==> src/rtl/rca_seq_pkg.sv <==
// rtl/rca_seq_pkg.sv - shared types and helpers for the nibble-serial adder
package rca_seq_pkg;

    typedef enum logic [1:0] {
        IDLE = 2'd0,
        RUN  = 2'd1,
        DONE = 2'd2
    } seq_state_t;

    localparam int NIBBLE_W = 4;

    function automatic int nibbles(input int width);
        return width / NIBBLE_W;
    endfunction

endpackage

==> src/rtl/rca_4bit.sv <==
// rtl/rca_4bit.sv - 4-bit ripple-carry adder
module rca_4bit (
    input  logic [3:0] x,
    input  logic [3:0] y,
    input  logic       c_in,
    output logic [3:0] s,
    output logic       c_out
);

    logic carry;

    always_comb begin
        s     = '0;
        carry = c_in;
        for (int i = 0; i < 4; i++) begin
            s[i]  = x[i] ^ y[i] ^ carry;
            carry = (x[i] & y[i]) | (carry & (x[i] ^ y[i]));
        end
        c_out = carry;
    end

endmodule

==> src/rtl/rca_seq_adder.sv <==
// rtl/rca_seq_adder.sv - multi-cycle add/subtract sequencer over one shared 4-bit adder
module rca_seq_adder
    import rca_seq_pkg::*;
#(
    parameter int WIDTH = 16
) (
    input  logic             clk,
    input  logic             rst_n,
    input  logic             in_valid,
    output logic             in_ready,
    input  logic [WIDTH-1:0] a,
    input  logic [WIDTH-1:0] b,
    input  logic             sub,
    output logic             out_valid,
    input  logic             out_ready,
    output logic [WIDTH-1:0] sum,
    output logic             c_out,
    output logic             overflow
);

    localparam int N     = nibbles(WIDTH);
    localparam int IDX_W = $clog2(N);

    generate
        if ((WIDTH % NIBBLE_W) != 0 || WIDTH < 8) begin : g_bad_width
            $error("rca_seq_adder: WIDTH must be a multiple of 4 and at least 8");
        end
    endgenerate

    seq_state_t          state_q, state_d;
    logic [IDX_W-1:0]    idx_q, idx_d;
    logic [WIDTH-1:0]    a_q, a_d;
    logic [WIDTH-1:0]    b_eff_q, b_eff_d;
    logic [WIDTH-1:0]    sum_q, sum_d;
    logic                cin_q, cin_d;
    logic                c_out_q, c_out_d;

    logic [WIDTH-1:0]    a_sh, b_sh;
    logic [NIBBLE_W-1:0] nib_s;
    logic                nib_c;

    // Shift the selected nibble down to bit 0 so the adder always sees [3:0].
    assign a_sh = a_q >> (NIBBLE_W * int'(idx_q));
    assign b_sh = b_eff_q >> (NIBBLE_W * int'(idx_q));

    rca_4bit u_rca (
        .x     (a_sh[NIBBLE_W-1:0]),
        .y     (b_sh[NIBBLE_W-1:0]),
        .c_in  (cin_q),
        .s     (nib_s),
        .c_out (nib_c)
    );

    always_ff @(posedge clk) begin
        if (!rst_n) begin
            state_q <= IDLE;
            idx_q   <= '0;
            a_q     <= '0;
            b_eff_q <= '0;
            sum_q   <= '0;
            cin_q   <= 1'b0;
            c_out_q <= 1'b0;
        end else begin
            state_q <= state_d;
            idx_q   <= idx_d;
            a_q     <= a_d;
            b_eff_q <= b_eff_d;
            sum_q   <= sum_d;
            cin_q   <= cin_d;
            c_out_q <= c_out_d;
        end
    end

    always_comb begin
        state_d = state_q;
        idx_d   = idx_q;
        a_d     = a_q;
        b_eff_d = b_eff_q;
        sum_d   = sum_q;
        cin_d   = cin_q;
        c_out_d = c_out_q;
        case (state_q)
            IDLE: begin
                if (in_valid) begin
                    a_d     = a;
                    b_eff_d = sub ? ~b : b;
                    cin_d   = sub;
                    idx_d   = '0;
                    sum_d   = '0;
                    state_d = RUN;
                end
            end
            RUN: begin
                sum_d[NIBBLE_W * int'(idx_q) +: NIBBLE_W] = nib_s;
                cin_d = nib_c;
                idx_d = idx_q + IDX_W'(1);
                if (idx_q == IDX_W'(N - 1)) begin
                    c_out_d = nib_c;
                    state_d = DONE;
                end
            end
            DONE: begin
                if (out_ready) begin
                    state_d = IDLE;
                end
            end
            default: state_d = IDLE;
        endcase
    end

    always_comb begin
        in_ready  = (state_q == IDLE);
        out_valid = (state_q == DONE);
        sum       = sum_q;
        c_out     = c_out_q;
        overflow  = (state_q == DONE)
                 && (a_q[WIDTH-1] == b_eff_q[WIDTH-1])
                 && (sum_q[WIDTH-1] != a_q[WIDTH-1]);
    end

endmodule

==> config.mk <==
export PLATFORM = sky130hd
export DESIGN_NAME = rca_seq_adder
export DESIGN_NICKNAME = d
export VERILOG_FILES = /design/src/rtl/rca_seq_pkg.sv /design/src/rtl/rca_4bit.sv /design/src/rtl/rca_seq_adder.sv
export SDC_FILE = /design/constraint.sdc
export NUM_CORES = 1
export LEC_CHECK = 0
export ABC_AREA = 1
export CAP_MARGIN = 25
export CORE_ASPECT_RATIO = 1.4
export CORE_MARGIN = 2
export CORE_UTILIZATION = 45
export DETAILED_ROUTE_END_ITERATION = 10
export PLACE_DENSITY = 0.75
export REMOVE_ABC_BUFFERS = 1
export SLEW_MARGIN = 40
export SYNTH_ARGS = -nofsm -noshare
export SYNTH_HDL_FRONTEND = slang
export SYNTH_SLANG_ARGS = --single-unit
==> constraint.sdc <==
create_clock -name clk -period 2.9 [get_ports clk]
set_clock_uncertainty 0.05 [all_clocks]
set_input_delay 0.58 -clock clk [delete_from_list [all_inputs] [get_ports clk]]
set_output_delay 0.58 -clock clk [all_outputs]
set_load 0.02 [all_outputs]
### Word-level counts from Yosys, hierarchy flattened

Cells that the tools add are included.
W data, S select, Z words.

| storage, ports and cells | value |
|---|---|
| bits in latches | 0 |
| input port bits | 37 |
| bits in read-only memories | 0 |
| output and inout port bits | 20 |
| bits in writable memories | 0 |
| logic and storage cells | 62 |
| memories | 0 |
| flip-flop bits (word level) | 54 |

| operators by class | value |
|---|---|
| muxes and demuxes | 12 |
| magnitude comparators | 0 |
| divide/modulo/power cells | 0 |
| $add $sub $neg | 2 |
| reduce and logical (&&, ||, !) cells | 8 |
| equality and inequality tests | 8 |
| $mul | 0 |
| bitwise gates (word level) | 21 |
| shift-type cells | 4 |

Operator list:

| operator | number |
|---|---|
| $neg A4 Y33 | 1 |
| $shift A4 B33 Y16 const A | 1 |
| $shiftx A4 B33 Y16 | 1 |
| $mux W16 | 2 |
| $pmux W16 S2 | 1 |
| $shr A16 B4 Y4 | 2 |
| $bwmux W16 | 1 |
| $not A16 Y16 | 1 |
| $and A1 B1 Y1 | 8 |
| $mux W2 | 4 |
| $xor A1 B1 Y1 | 8 |
| $pmux W2 S3 | 1 |
| $reduce_and A2 Y1 | 3 |
| $eq A2 B2 Y1 const B | 2 |
| $ne A2 B2 Y1 const B | 2 |
| $or A1 B1 Y1 | 4 |
| $pmux W2 S2 | 1 |
| $reduce_and A3 Y1 | 1 |
| $add A2 B1 Y2 const B | 1 |
| $eq A2 B1 Y1 const B | 1 |
| $logic_and A1 B1 Y1 | 2 |
| $logic_not A2 Y1 | 1 |
| $ne A2 B1 Y1 const B | 1 |
| $pmux W1 S2 | 1 |
| 4 further kinds | 4 |

### Depth between registers and ports, before layout

| logic depth | value |
|---|---|
| word-level depth | 12 |
| gate-level depth with buffers | 16 |
| gate-level depth less buffers | 14 |

### Modules after synthesis

Synthesis repeated with hierarchy kept, for this count alone.

| second synthesis, totals | value |
|---|---|
| cells, all modules | 393 |
| area, all modules | 2,746.4 um^2 |

Modules (own cells, without submodules):

| module | sequential area each (um^2) | area an instance (um^2) | cells an instance | times used |
|---|---|---|---|---|
| rca_seq_adder | 1,081.0 | 2,628.8 | 379 | 1 |
| rca_4bit | 0.0 | 117.6 | 14 | 1 |

### Worst setup path before layout

Ideal clock, no wire load.

| timing path | value |
|---|---|
| path type | reg-to-reg |
| start | reg idx_q[0] |
| end | reg sum_q[7], in the netlist sum[7] |
| stages on the path, launching flop included | 16 |
| setup time | 132 ps |
| period minus slack after synthesis | 2,878 ps |
| path buffers | 2 |
| path slack | 22 ps |
| arrival | 2,695 ps |
| required time | 2,718 ps |
| path through | dfxtp_1 buf_4 clkbuf_1 nor2_1 o22a_1 fa_1 inv_1 fa_1 inv_1 fa_1 inv_1 fa_1 inv_1 nor3_1 nand2_1 a21oi_1 |

| between the ends | value |
|---|---|
| longest elaborated chain between the ends | 12 |
| elaborated cells between the ends (all ways) | 24 |
| classes of those cells | 1 x add/sub; 4 x shift; 2 x mux; 17 x bitwise |

Ends and longest elaborated chain:

| what | RTL line | RTL |
|---|---|---|
| start: declaration | rca_seq_adder.sv:31 | `logic [IDX_W-1:0] idx_q, idx_d;` |
| start signal: assignment | rca_seq_adder.sv:65 | `idx_q <= idx_d;` |
| $shr A16 B4 Y4 (on tied branches) | rca_seq_adder.sv:43, rca_seq_adder.sv:44 |  |
| $xor A1 B1 Y1 | rca_4bit.sv:16, rca_4bit.sv:17 |  |
| $and A1 B1 Y1 | rca_4bit.sv:17 | `carry = (x[i] & y[i]) \| (carry & (x[i] ^ y[i]));` |
| $or A1 B1 Y1 | rca_4bit.sv:17 |  |
| $and A1 B1 Y1 | rca_4bit.sv:17 |  |
| $or A1 B1 Y1 | rca_4bit.sv:17 |  |
| $and A1 B1 Y1 | rca_4bit.sv:17 |  |
| $or A1 B1 Y1 | rca_4bit.sv:17 |  |
| $xor A1 B1 Y1 | rca_4bit.sv:16 | `s[i] = x[i] ^ y[i] ^ carry;` |
| $shiftx A4 B33 Y16 | rca_seq_adder.sv:94 | `sum_d[NIBBLE_W * int'(idx_q) +: NIBBLE_W] = nib_s;` |
| $bwmux W16 * | rca_seq_adder.sv:94 |  |
| $pmux W16 S2 * | rca_seq_adder.sv:82 | `case (state_q)` |
| end signal: assignment | rca_seq_adder.sv:68 | `sum_q <= sum_d;` |
| end: declaration | rca_seq_adder.sv:34 | `logic [WIDTH-1:0] sum_q, sum_d;` |

Mark *: on every way between the ends. The rest lies on a longest branch, timed or not.
A chain may end at the register's enable or synchronous reset.

### Final worst setup path

| timing path | value |
|---|---|
| start | reg idx_q[0] |
| end | reg sum_q[11], in the netlist sum[11] |

The elaborated chain is that of the path after synthesis.

==> impl_metrics.env <==
export IMPL_cts_max_level=2
export IMPL_start_util=0.469
export IMPL_ys_seq_area_frac=0.417
export IMPL_dr_first_iter_drc_count=131
export IMPL_worstSkewPairLatency_ns=0.30
export IMPL_leakagePower_nw=1.27
export IMPL_gp_congestion=0.827
export IMPL_vdd_drop_max_mv=0.259
export IMPL_nFillCells=535
export IMPL_diodes=0
export IMPL_min_from="b_eff_q[11]"
export IMPL_finalCriticalPeriod_ns=2.73
export IMPL_die_w_um=68.2
export IMPL_die_h_um=93.8
export IMPL_syn_area_per_cell_um2=7.47
export IMPL_max_freq_mhz=367
export IMPL_cts_tree="built"
export IMPL_cts_buffers=5
export IMPL_syn2layout_area_growth_pct=27.4
export IMPL_end_kind="flop"
export IMPL_grt_pass1_wl_um=9680
export IMPL_drive_gt1_frac=0.0748
export IMPL_grt_antenna_before_repair=0
export IMPL_cap_viol_max_count=0
export IMPL_hp_class="reg -> reg"
export IMPL_fin_crit_sh=0.940
export IMPL_slew_viol_final=0
export IMPL_antenna_left=0
export IMPL_holdBufCountCts=0
export IMPL_die_area_mm2=0.00640
export IMPL_dp_hpwl_um=4260
export IMPL_dp_cells=461
export IMPL_yosysUniqueCellTypes=26
export IMPL_start_kind="flop"
export IMPL_syn_inst=347
export IMPL_fin_cells=469
export IMPL_relSlewSlack=0.676
export IMPL_worstMarginPinSlew_ns=0.486
export IMPL_cp_max_fo=7
export IMPL_wl_per_cell_um=12.1
export IMPL_root_buffer="clkbuf_8"
export IMPL_core_area_mm2=0.00553
export IMPL_route_detailed_drc=0
export IMPL_hold_viol=0
export IMPL_overflow=0
export IMPL_clk_pin_slew_ns=0.10
export IMPL_path_class="reg -> reg"
export IMPL_post_cts_setup_buffers=0
export IMPL_grt_use_total=0.197
export IMPL_nets=446
export IMPL_cp_startpoint="idx_q[0]"
export IMPL_rsz0062_at_grt="no"
export IMPL_worstPathRequired_ns=3.04
export IMPL_viasPerCell=5.07
export IMPL_grt_max_degree=36
export IMPL_grt_pass1_vias=2223
export IMPL_yosysWarnings=0
export IMPL_worstPathArrival_ns=2.87
export IMPL_syn_area_mm2=0.00259
export IMPL_cts_buffer_depth=2
export IMPL_reg2reg_from="idx_q[0]"
export IMPL_num_io_pins=57
export IMPL_vias=2376
export IMPL_routed_wl_um=5680
export IMPL_hold_ws_ns=0.417
export IMPL_status="completed"
export IMPL_cts_sinks=54
export IMPL_setup_viol=0
export IMPL_rows=32
export IMPL_port_buffers=56
export IMPL_first_pass_iters=4
export IMPL_ys_ff_latch=54
export IMPL_p_per_area_mw_per_mm2=482
[layer usage]
layer,wire length (um),track usage,up-vias
li1,-,-,1233
met1,2420,0.241,1065
met5,0,0,-
met3,226,0.0312,16
met4,196,0.0950,0
met2,2840,0.328,62
[final cells by class]
cell class,instances,area [um2],share of cell area
Sequential cell,54,1080,0.328
Inverter,17,66.3,0.0201
Timing Repair Buffer,68,651,0.197
Clock buffer,6,82.6,0.0250
Clock inverter,2,12.5,0.00379
Tap cell,68,85.1,0.0257
Multi-Input combinational cell,254,1320,0.400
[worst max-delay path, cell delays in order (launching register included)]
cell	delay (ns)
dfxtp_4	0.39
buf_4	0.15
nor2_1	0.05
o22a_1	0.19
fa_1	0.36
inv_1	0.08
fa_1	0.17
inv_1	0.05
fa_1	0.37
inv_1	0.08
fa_1	0.43
inv_2	0.08
nor2_1	0.04
nand2_1	0.08
a21oi_1	0.05
[cell usage after synthesis]
library cell	instances	share of area
dfxtp_1	54	0.42
clkbuf_1	5	0.0072
xor2_1	16	0.054
ha_1	5	0.024
a21oi_1	37	0.071
nand2_1	58	0.084
nand3_2	1	0.0039
nor2_1	60	0.087
o21ai_0	35	0.068
inv_1	13	0.019
fa_1	4	0.031
clkbuf_2	1	0.0019
o22ai_1	4	0.0096
nor3_1	4	0.0077
clkinv_1	1	0.0014
nor2_4	1	0.0043
o21a_1	1	0.0029
inv_2	3	0.0043
buf_4	5	0.014
nand3_1	22	0.042
buf_1	3	0.0043
nand2_2	1	0.0024
buf_6	3	0.013
o22a_1	4	0.014
and2_1	1	0.0024
buf_2	5	0.0096
[report_power, final]
part	internal (mW)	leakage, nW	switching, mW
combinational	0.157	0.779	0.190
clock	0.192	0.0472	0.241
sequential	0.785	0.443	0.0285
total	1.13	1.27	0.459
[metrics by stage]
stage                     setup TNS, ns  setup WS [ns]  power (mW)   util  cell area (um2)
after CTS                             0         0.0745        1.61  0.596             3290
after detailed placement              0         0.0797        1.17  0.579             3200
after floorplan                  -0.147        -0.0733        1.03      -             2460
after global placement                0          0.152        1.17  0.579             3200
final                                 0          0.173        1.59  0.598             3300
after global routing                  0        0.00995        1.68  0.598             3300
[cell usage in the layout, fill, tap and decap left out]
cell and count:
a21oi_1 37, and2_1 1, buf_4 12, clkbuf_8 6, clkdlybuf4s50_1 56, clkinv_1 1, clkinv_2 1, clkinvlp_4 1
dfxtp_1 53, dfxtp_4 1, fa_1 4, ha_1 5, inv_1 11, inv_2 4, inv_4 1, nand2_1 58
nand2_2 1, nand3_1 22, nand3_2 1, nor2_1 60, nor2_4 1, nor3_1 3, nor3_2 1, o21a_1 1
o21ai_0 35, o22a_1 4, o22ai_1 4, xor2_1 16
[repair_timing]
| action | CTS | global route |
|---|---|---|
| endpoints found under the setup margin | 0 | 4 |
| endpoints found under the hold margin | 0 | 0 |
| gates resized for setup | 0 | 6 |
[final timing paths]
path,to,slack (ns),cells past startpoint
min reg2reg,b_eff_q[11],0.42,2
max,sum[11],0.17,14
min,b_eff_q[11],0.42,2
max reg2reg,sum[11],0.17,14
[state kept, by name, indices dropped and copies added, names as in the netlist]
register,flops
a_q,16
b_eff_q,16
sum,16
c_out,1
state_q,2
cin_q,1
idx_q,2
[kinds of logic (layout without fill, tap and decap cells)]
| kind of cell | Yosys count | in the layout | synth area share |
|---|---|---|---|
| AOI/OAI and AO/OA | 81 | 81 | 0.165 |
| DFF | 54 | 54 | 0.417 |
| and+or+nand+nor | 148 | 148 | 0.234 |
| buffers and inverters | 39 | 93 | 0.0753 |
| xor gates and xnor gates | 16 | 16 | 0.0540 |
| adders and majority gates | 9 | 9 | 0.0550 |
(Power assumes the default switching activity.)
==> RTL change, RTL diff (config.mk and constraints unchanged) <==
Change the parameter `WIDTH` from 16 to 8.
--- a/src/rtl/rca_seq_adder.sv
+++ b/src/rtl/rca_seq_adder.sv
@@ -4,3 +4,3 @@
 #(
-    parameter int WIDTH = 16
+    parameter int WIDTH = 8
 ) (
Ports: changed (resized a, b and sum); port bits go from 57 to 33. The function was not compared with the original's and may differ.
==> RTL change against the original RTL <==
  * Die area down 46%
  * Via count down 49%
  * Final area is 46% lower
  * Sequential cell count decreased by 25
  * Power is 37% lower
  * Setup slack better by 0.054 ns
  * Area after synthesis fell by 48%
  * Critical path depth shrank 2
  * Wire length fell by 49%
  * Critical path type unchanged
  * First-iteration DRC count is 81% lower
==> RTL change: results (changes against the original RTL) <==
Worst rel slew slack = 66.6% (-1.0 points)
Placed insts = 245 (-47%)
Share of layout cells above drive strength 1 = 5.56% (-1.9 points)
Final Util = 62.0% (+2.2 points)
# clk buffers = 7 (+1)
HPWL after DPL = 2.16 mm (-49%)
Total Nets Final = 240 (-46%)
Int Pwr = 0.000730 W (-36%)
Global-route wire length before repair = 4.87 mm (-50%)
Met3 wire len = 145 µm (-36%)
GP Congestion = 0.839 (+1.5%)
Share of the yosys chip area belonging to registers = 42.9% (+1.2 points)
Multi-input comb cells = 130 (-49%)
Routing usage on met1 = 19.0% (-5.1 points)
Met2 usage = 34.7% (+1.9 points)
Clock sink total = 29 (-46%)
Count of cell types in the netlist = 17 (-35%)
Later-pin clock latency in the skew report = 0.28 ns (-0.02 ns)
Largest net degree at the start of global routing = 25 (-31%)
Clock Power Share = 36.1% (+8.9 points)
Via count = 1222 (-49%)
Synth top cells by count = 38 x nand2_1, 37 x nor2_1, 29 x dfxtp_1
Switching pwr = 0.000274 W (-40%)
WHS = 0.413 ns (-0.00379 ns)
Data buffer area share = 18.4% (-1.3 points)
Logic inverters = 16 (-1)
Dpl ws = 0.277 ns (+0.197 ns)
Outcome = complete, no violations
DP Area = 1680 µm² (-47%)
P_comb = 0.000191 W (-45%)
Seq/total area = 32.5% (-0.31 points)
M1 wire length = 1.07 mm (-56%)
Clk pin slew, worst setup/hold paths = 0.06 ns (-0.04 ns)
ClkCell Share = 5.68% (+2.8 points)
IO Port Bufs = 32 (-43%)
Final instance area = 1790 µm² (-46%)
## RTL change: kinds of logic after synthesis
logic type / Yosys count / synth area share [%]
mux: 4 / 2.96
buf+inv: 23 / 7.67
compound gates: 25 / 9.24
flops: 29 / 42.9
xor+xnor: 8 / 5.18
simple gates: 89 / 26.2
fa+ha+maj: 4 / 5.92
## RTL change: worst paths after layout
check                            from  endpoint  depth (start not counted)
worst max-delay path            idx_q     cin_q                         12
worst min-delay path            c_out     c_out                          2
worst max register to register  idx_q     cin_q                         12
worst min register to register  c_out     c_out                          2
## RTL change: worst max-delay path, stage by stage, from the launching register on
cell and delay [ns]:
dfxtp_1 0.54, mux2i_1 0.32, fa_1 0.21, inv_1 0.05, fa_1 0.36, inv_1 0.07
fa_1 0.15, inv_1 0.06, fa_1 0.41, nand3_1 0.11, nand2_1 0.06, nor2_1 0.10
nor2_1 0.04
